<file path="src/rtl/z_run_monitor.sv">
// rtl/z_run_monitor.sv - run-length statistics and sticky alarm on the detector output z
// z is registered once; run FSM measures high runs, alarm FSM latches when the event count hits threshold.
module z_run_monitor #(
  parameter int CNT_W        = 8,
  parameter int RUN_W        = 8,
  parameter int ALARM_THRESH = 4
) (
  input  logic             Clock,
  input  logic             Resetn,
  input  logic             z,
  input  logic             clr,
  input  logic             ack,
  output logic [CNT_W-1:0] event_count,
  output logic [RUN_W-1:0] run_len,
  output logic [RUN_W-1:0] last_run,
  output logic [RUN_W-1:0] max_run,
  output logic             in_run,
  output logic             alarm
);

  typedef enum logic [1:0] {R_IDLE, R_RUN, R_BLOCK} run_state_e;
  typedef enum logic [1:0] {A_ARMED, A_ALARMED, A_ACKED} alarm_state_e;

  localparam logic [CNT_W-1:0] CNT_MAX = '1;
  localparam logic [RUN_W-1:0] RUN_MAX = '1;
  localparam logic [CNT_W-1:0] THRESH  = CNT_W'(ALARM_THRESH);

  run_state_e       run_state_q, run_state_d;
  alarm_state_e     alarm_state_q, alarm_state_d;
  logic             z_q;
  logic [CNT_W-1:0] event_count_q, event_count_d;
  logic [RUN_W-1:0] run_len_q, run_len_d;
  logic [RUN_W-1:0] last_run_q, last_run_d;
  logic [RUN_W-1:0] max_run_q, max_run_d;
  logic             run_start;
  logic             ack_take;

  assign run_start = (run_state_q == R_IDLE) && z_q;
  assign ack_take  = (alarm_state_q == A_ALARMED) && ack;

  always_ff @(posedge Clock or negedge Resetn) begin
    if (!Resetn) begin
      z_q           <= 1'b0;
      run_state_q   <= R_IDLE;
      alarm_state_q <= A_ARMED;
      event_count_q <= '0;
      run_len_q     <= '0;
      last_run_q    <= '0;
      max_run_q     <= '0;
    end else begin
      z_q           <= z;
      run_state_q   <= run_state_d;
      alarm_state_q <= alarm_state_d;
      event_count_q <= event_count_d;
      run_len_q     <= run_len_d;
      last_run_q    <= last_run_d;
      max_run_q     <= max_run_d;
    end
  end

  // A run cut short by clr parks in BLOCK so its tail is never counted as a new event.
  always_comb begin
    run_state_d   = run_state_q;
    alarm_state_d = alarm_state_q;
    if (clr) begin
      run_state_d   = z_q ? R_BLOCK : R_IDLE;
      alarm_state_d = A_ARMED;
    end else begin
      case (run_state_q)
        R_IDLE:  if (z_q) run_state_d = R_RUN;
        R_RUN:   if (!z_q) run_state_d = R_IDLE;
        R_BLOCK: if (!z_q) run_state_d = R_IDLE;
        default: run_state_d = R_IDLE;
      endcase
      case (alarm_state_q)
        A_ARMED:   if (event_count_q >= THRESH) alarm_state_d = A_ALARMED;
        A_ALARMED: if (ack) alarm_state_d = A_ACKED;
        A_ACKED:   if (!ack) alarm_state_d = A_ARMED;
        default:   alarm_state_d = A_ARMED;
      endcase
    end
  end

  always_comb begin
    event_count_d = event_count_q;
    run_len_d     = run_len_q;
    last_run_d    = last_run_q;
    if (clr) begin
      event_count_d = '0;
      run_len_d     = '0;
      last_run_d    = '0;
    end else begin
      case (run_state_q)
        R_IDLE: if (z_q) run_len_d = RUN_W'(1);
        R_RUN: begin
          if (z_q) begin
            if (run_len_q != RUN_MAX) run_len_d = run_len_q + 1'b1;
          end else begin
            last_run_d = run_len_q;
            run_len_d  = '0;
          end
        end
        default: run_len_d = '0;
      endcase
      // An ack restarts counting; a run starting on the ack clock is kept as the first new event.
      if (ack_take) begin
        event_count_d = CNT_W'(run_start);
      end else if (run_start && (event_count_q != CNT_MAX)) begin
        event_count_d = event_count_q + 1'b1;
      end
    end
    if (clr) begin
      max_run_d = '0;
    end else begin
      max_run_d = (run_len_d > max_run_q) ? run_len_d : max_run_q;
    end
  end

  always_comb begin
    in_run      = (run_state_q == R_RUN);
    alarm       = (alarm_state_q == A_ALARMED);
    event_count = event_count_q;
    run_len     = run_len_q;
    last_run    = last_run_q;
    max_run     = max_run_q;
  end

endmodule

</file>
<file path="config.mk">
export PLATFORM = sky130hd
export DESIGN_NAME = z_run_monitor
export DESIGN_NICKNAME = d
export VERILOG_FILES = /design/src/rtl/z_run_monitor.sv
export SDC_FILE = /design/constraint.sdc
export NUM_CORES = 1
export LEC_CHECK = 0
export BUFFER_PORTS_ARGS = -buffer_cell sky130_fd_sc_hd__buf_4
export CORE_AREA = 2 2 60 67
export CTS_CLUSTER_SIZE = 16
export DETAILED_ROUTE_END_ITERATION = 8
export DIE_AREA = 0 0 62 69
export GPL_ROUTABILITY_DRIVEN = 0
export GPL_TIMING_DRIVEN = 0
export PLACE_DENSITY = 0.85
export SKIP_LAST_GASP = 1
export SLEW_MARGIN = 20
export SYNTH_ARGS = -nofsm -noshare
export SYNTH_HDL_FRONTEND = slang
export SYNTH_SLANG_ARGS = --single-unit
</file>
<file path="constraint.sdc">
create_clock -name Clock -period 5.5 [get_ports Clock]
set_input_delay 1.65 -clock Clock [delete_from_list [all_inputs] [get_ports Clock]]
set_output_delay 1.65 -clock Clock [all_outputs]
set_load 0.05 [all_outputs]
</file>
==> metrics.yaml <==
critical_path:
  r2r_start: "run_len[0]$_DFF_PN0_"
  rrSetupSlack_ns: 1.98
  arrival_ns: 4.33
  critPathCapture: "max_run[3]$_DFFE_PN0P_"
  path_max_fanout: 8
  critPathLaunchType: "primary input"
  rr_endpoint: "max_run[1]$_DFFE_PN0P_"
  r2r_cells: 11
  crit_start: "clr"
  slowest_delay_ns: 0.46
  end_kind: "flip-flop"
  worstPathCellList: "buf_4 > nand2b_1 > nor2_2 > nor4_1 > a2111oi_2 > ha_1 > nand4_1 > or2_2 > o22ai_1 > nor2_1 > mux2_2"
  slowest_stage: "a2111oi_2"
  required_ns: 5.67
  crit_type: "in2reg"
cells_and_area:
  drive_above_1_share_pct: 24.3
  diodes: 0
  mostFrequentLayoutCell: "buf_4"
  area_growth_pct: 20.8
  final_cell_mix: "39 x buf_4, 37 x dfrtp_1, 28 x nor2_1"
  nets: 272
routing:
  drc: 0
  wl_per_cell_um: 14.2
  via_per_inst: 5.52
  postRouteAntennaNets: 0
  vias: 1684
  drtPass1Iterations: 4
  wl_um: 4350
  drtIter0Drc: 71
sta:
  slew_headroom_pct: 62.1
  worst_pin_slew_ns: 0.569
  slew_viol_final: 0
  finalSetupViolCount: 0
  maxClockFrequency_mhz: 241
  timing.final.crit_share_pct: 75.5
  hold_ws_ns: 0.523
  finalSetupTns_ns: 0
  finClkSkew_ns: 0.00582
  period_needed_ns: 4.15
  rsz0062_at_grt: "no"
  hold_viol_final: 0
  setup_slack_ns: 1.35
clock_tree:
  cts_tree: "done"
  clock-root-buffer: "clkbuf_8"
  path_clk_slew_ns: 0.07
  h-tree-depth: 2
  post_cts_buffers: 0
  cts_max_path_buffers: 2
  clkSinkCount: 37
  cts_made_buffers: 5
  hold_buffers: 0
  ctsResizeCount: 0
  clkLatencyLatePin_ns: 0.29
yosys:
  synthFlopType: "dfrtp_1"
  seq_area_frac_synth_pct: 45.1
  syn_area_mm2: 0.00205
  yosys_warnings: 0
  synth_nets: 227
  synthCells: 209
  async_reset_ff_share_pct: 100
  ys_types: 47
  ys_seq_elements: 37
  avgSynthCellArea_um2: 9.82
  synth_edf_count: 0
floorplanning:
  die_x_um: 62
  start_util_pct: 57.1
  coreArea_mm2: 0.00360
  pin_count: 39
  die_h_um: 69
  num_rows: 23
  design.die.area_mm2: 0.00428
run:
  maxCapViolCount: 0
run_status:
  status: "complete, no violations"
global_routing:
  grt_pass1_wl_um: 7190
  antenna_found_initial: 0
  grt_max_degree: 38
  grt-ovfl-total: 0
  track_usage_pct: 21.9
  grt_pass1_vias: 1600
placement:
  dp_hpwl_um: 3070
  dpl_worst_slack_ns: 1.02
  port_buffers: 38
power:
  power_density_mw_per_mm2: 227
  p_leak_nw: 1.22
  ir_drop_uv: 153
worst_hold_path:
  min_path_type: "reg2reg"
==> Yosys cell counts (3+ instances only) <==
library cell  instances  area share, %
nor3b_1               3            1.1
mux2i_1               8            3.9
xnor2_1               5            2.1
nor2b_1               4            1.2
o21ai_0               4           0.98
mux2_2                6            3.3
nand2_1              15            2.7
nor2_1               28            5.1
nand3_1               6            1.5
a21oi_1              13            3.2
nor3_1                3           0.73
inv_1                13            2.4
nand2b_1              4            1.2
nor4_1                3           0.91
nand4_1               6            1.8
dfrtp_1              37             45
ha_1                 13            7.9
==> per-layer routing <==
metal	part of all wire [%]	vias to the layer above	global-route usage [%]
li1	-	825	-
met5	0	-	0
met4	1.2	0	7.33
met2	49	45	34.5
met1	45	809	28.7
met3	4.5	5	5.44
==> worst min path at each step <==
stage | slack (ns) | start | to | cells after the start
after CTS | 0.52 | alarm_state_q[1]$_DFFE_PN0P_ | alarm_state_q[0]$_DFFE_PN0P_ | 1
after global routing | 0.54 | alarm_state_q[1]$_DFFE_PN0P_ | alarm_state_q[0]$_DFFE_PN0P_ | 1
after detailed placement | 0.51 | alarm_state_q[1]$_DFFE_PN0P_ | alarm_state_q[0]$_DFFE_PN0P_ | 1
after floorplan | 0.46 | alarm_state_q[1]$_DFFE_PN0P_ | alarm_state_q[0]$_DFFE_PN0P_ | 1
after global placement | 0.49 | alarm_state_q[1]$_DFFE_PN0P_ | alarm_state_q[0]$_DFFE_PN0P_ | 1
final | 0.52 | alarm_state_q[1]$_DFFE_PN0P_ | alarm_state_q[0]$_DFFE_PN0P_ | 1
==> worst max-delay path: cells and delay by family <==
kind / cells / cell delay (ns)
multiplexers: 1 / 0.40
AND/OR/NAND/NOR: 6 / 1.27
AO/OA/AOI/OAI: 2 / 0.53
buffers and inverters: 1 / 0.13
adder cells (fa/ha/maj): 1 / 0.34
==> cell families (layout without fill, tap and decap cells) <==
| group | count (synthesis) | after routing | synth area share (%) |
|---|---|---|---|
| and+or+nand+nor | 87 | 87 | 22.5 |
| buffers and inverters | 18 | 64 | 3.53 |
| adders and majority gates | 13 | 13 | 7.92 |
| DFF | 37 | 37 | 45.1 |
| muxes | 15 | 15 | 7.92 |
| AOI/OAI and AO/OA | 33 | 33 | 10.5 |
| xor gates and xnor gates | 6 | 6 | 2.56 |
==> flip-flops by register name (all words and copies together) (netlist names) <==
name,cells
max_run,8
event_count,8
last_run,8
z_q,1
alarm_state_q,2
run_state_q,2
run_len,8
==> per-stage QoR <==
stage	total power, mW	util (%)	std cells	instance area (um^2)
floorplan	0.356	-	209	2050
global placement	0.381	66.7	297	2400
detailed placement	0.384	66.7	297	2400
CTS	0.562	69.0	305	2480
global route	0.584	69.0	305	2480
finish	0.563	69.0	305	2480
==> power by group <==
group	switching, mW	internal [mW]	leakage, nW
registers	0.00725	0.278	0.511
logic	0.0596	0.0348	0.671
clock network	0.0931	0.0900	0.0395
==> area by class of cell <==
class                           count  area, um^2
Sequential cell                    37         926
Inverter                           13        48.8
Multi-Input combinational cell    154        1050
Fill cell                         291        1120
Tap cell                           50        62.6
Clock buffer                        8        80.1
Timing Repair Buffer               38         285
Buffer                              5        23.8
Note: power is estimated with default switching activity, not from simulation.
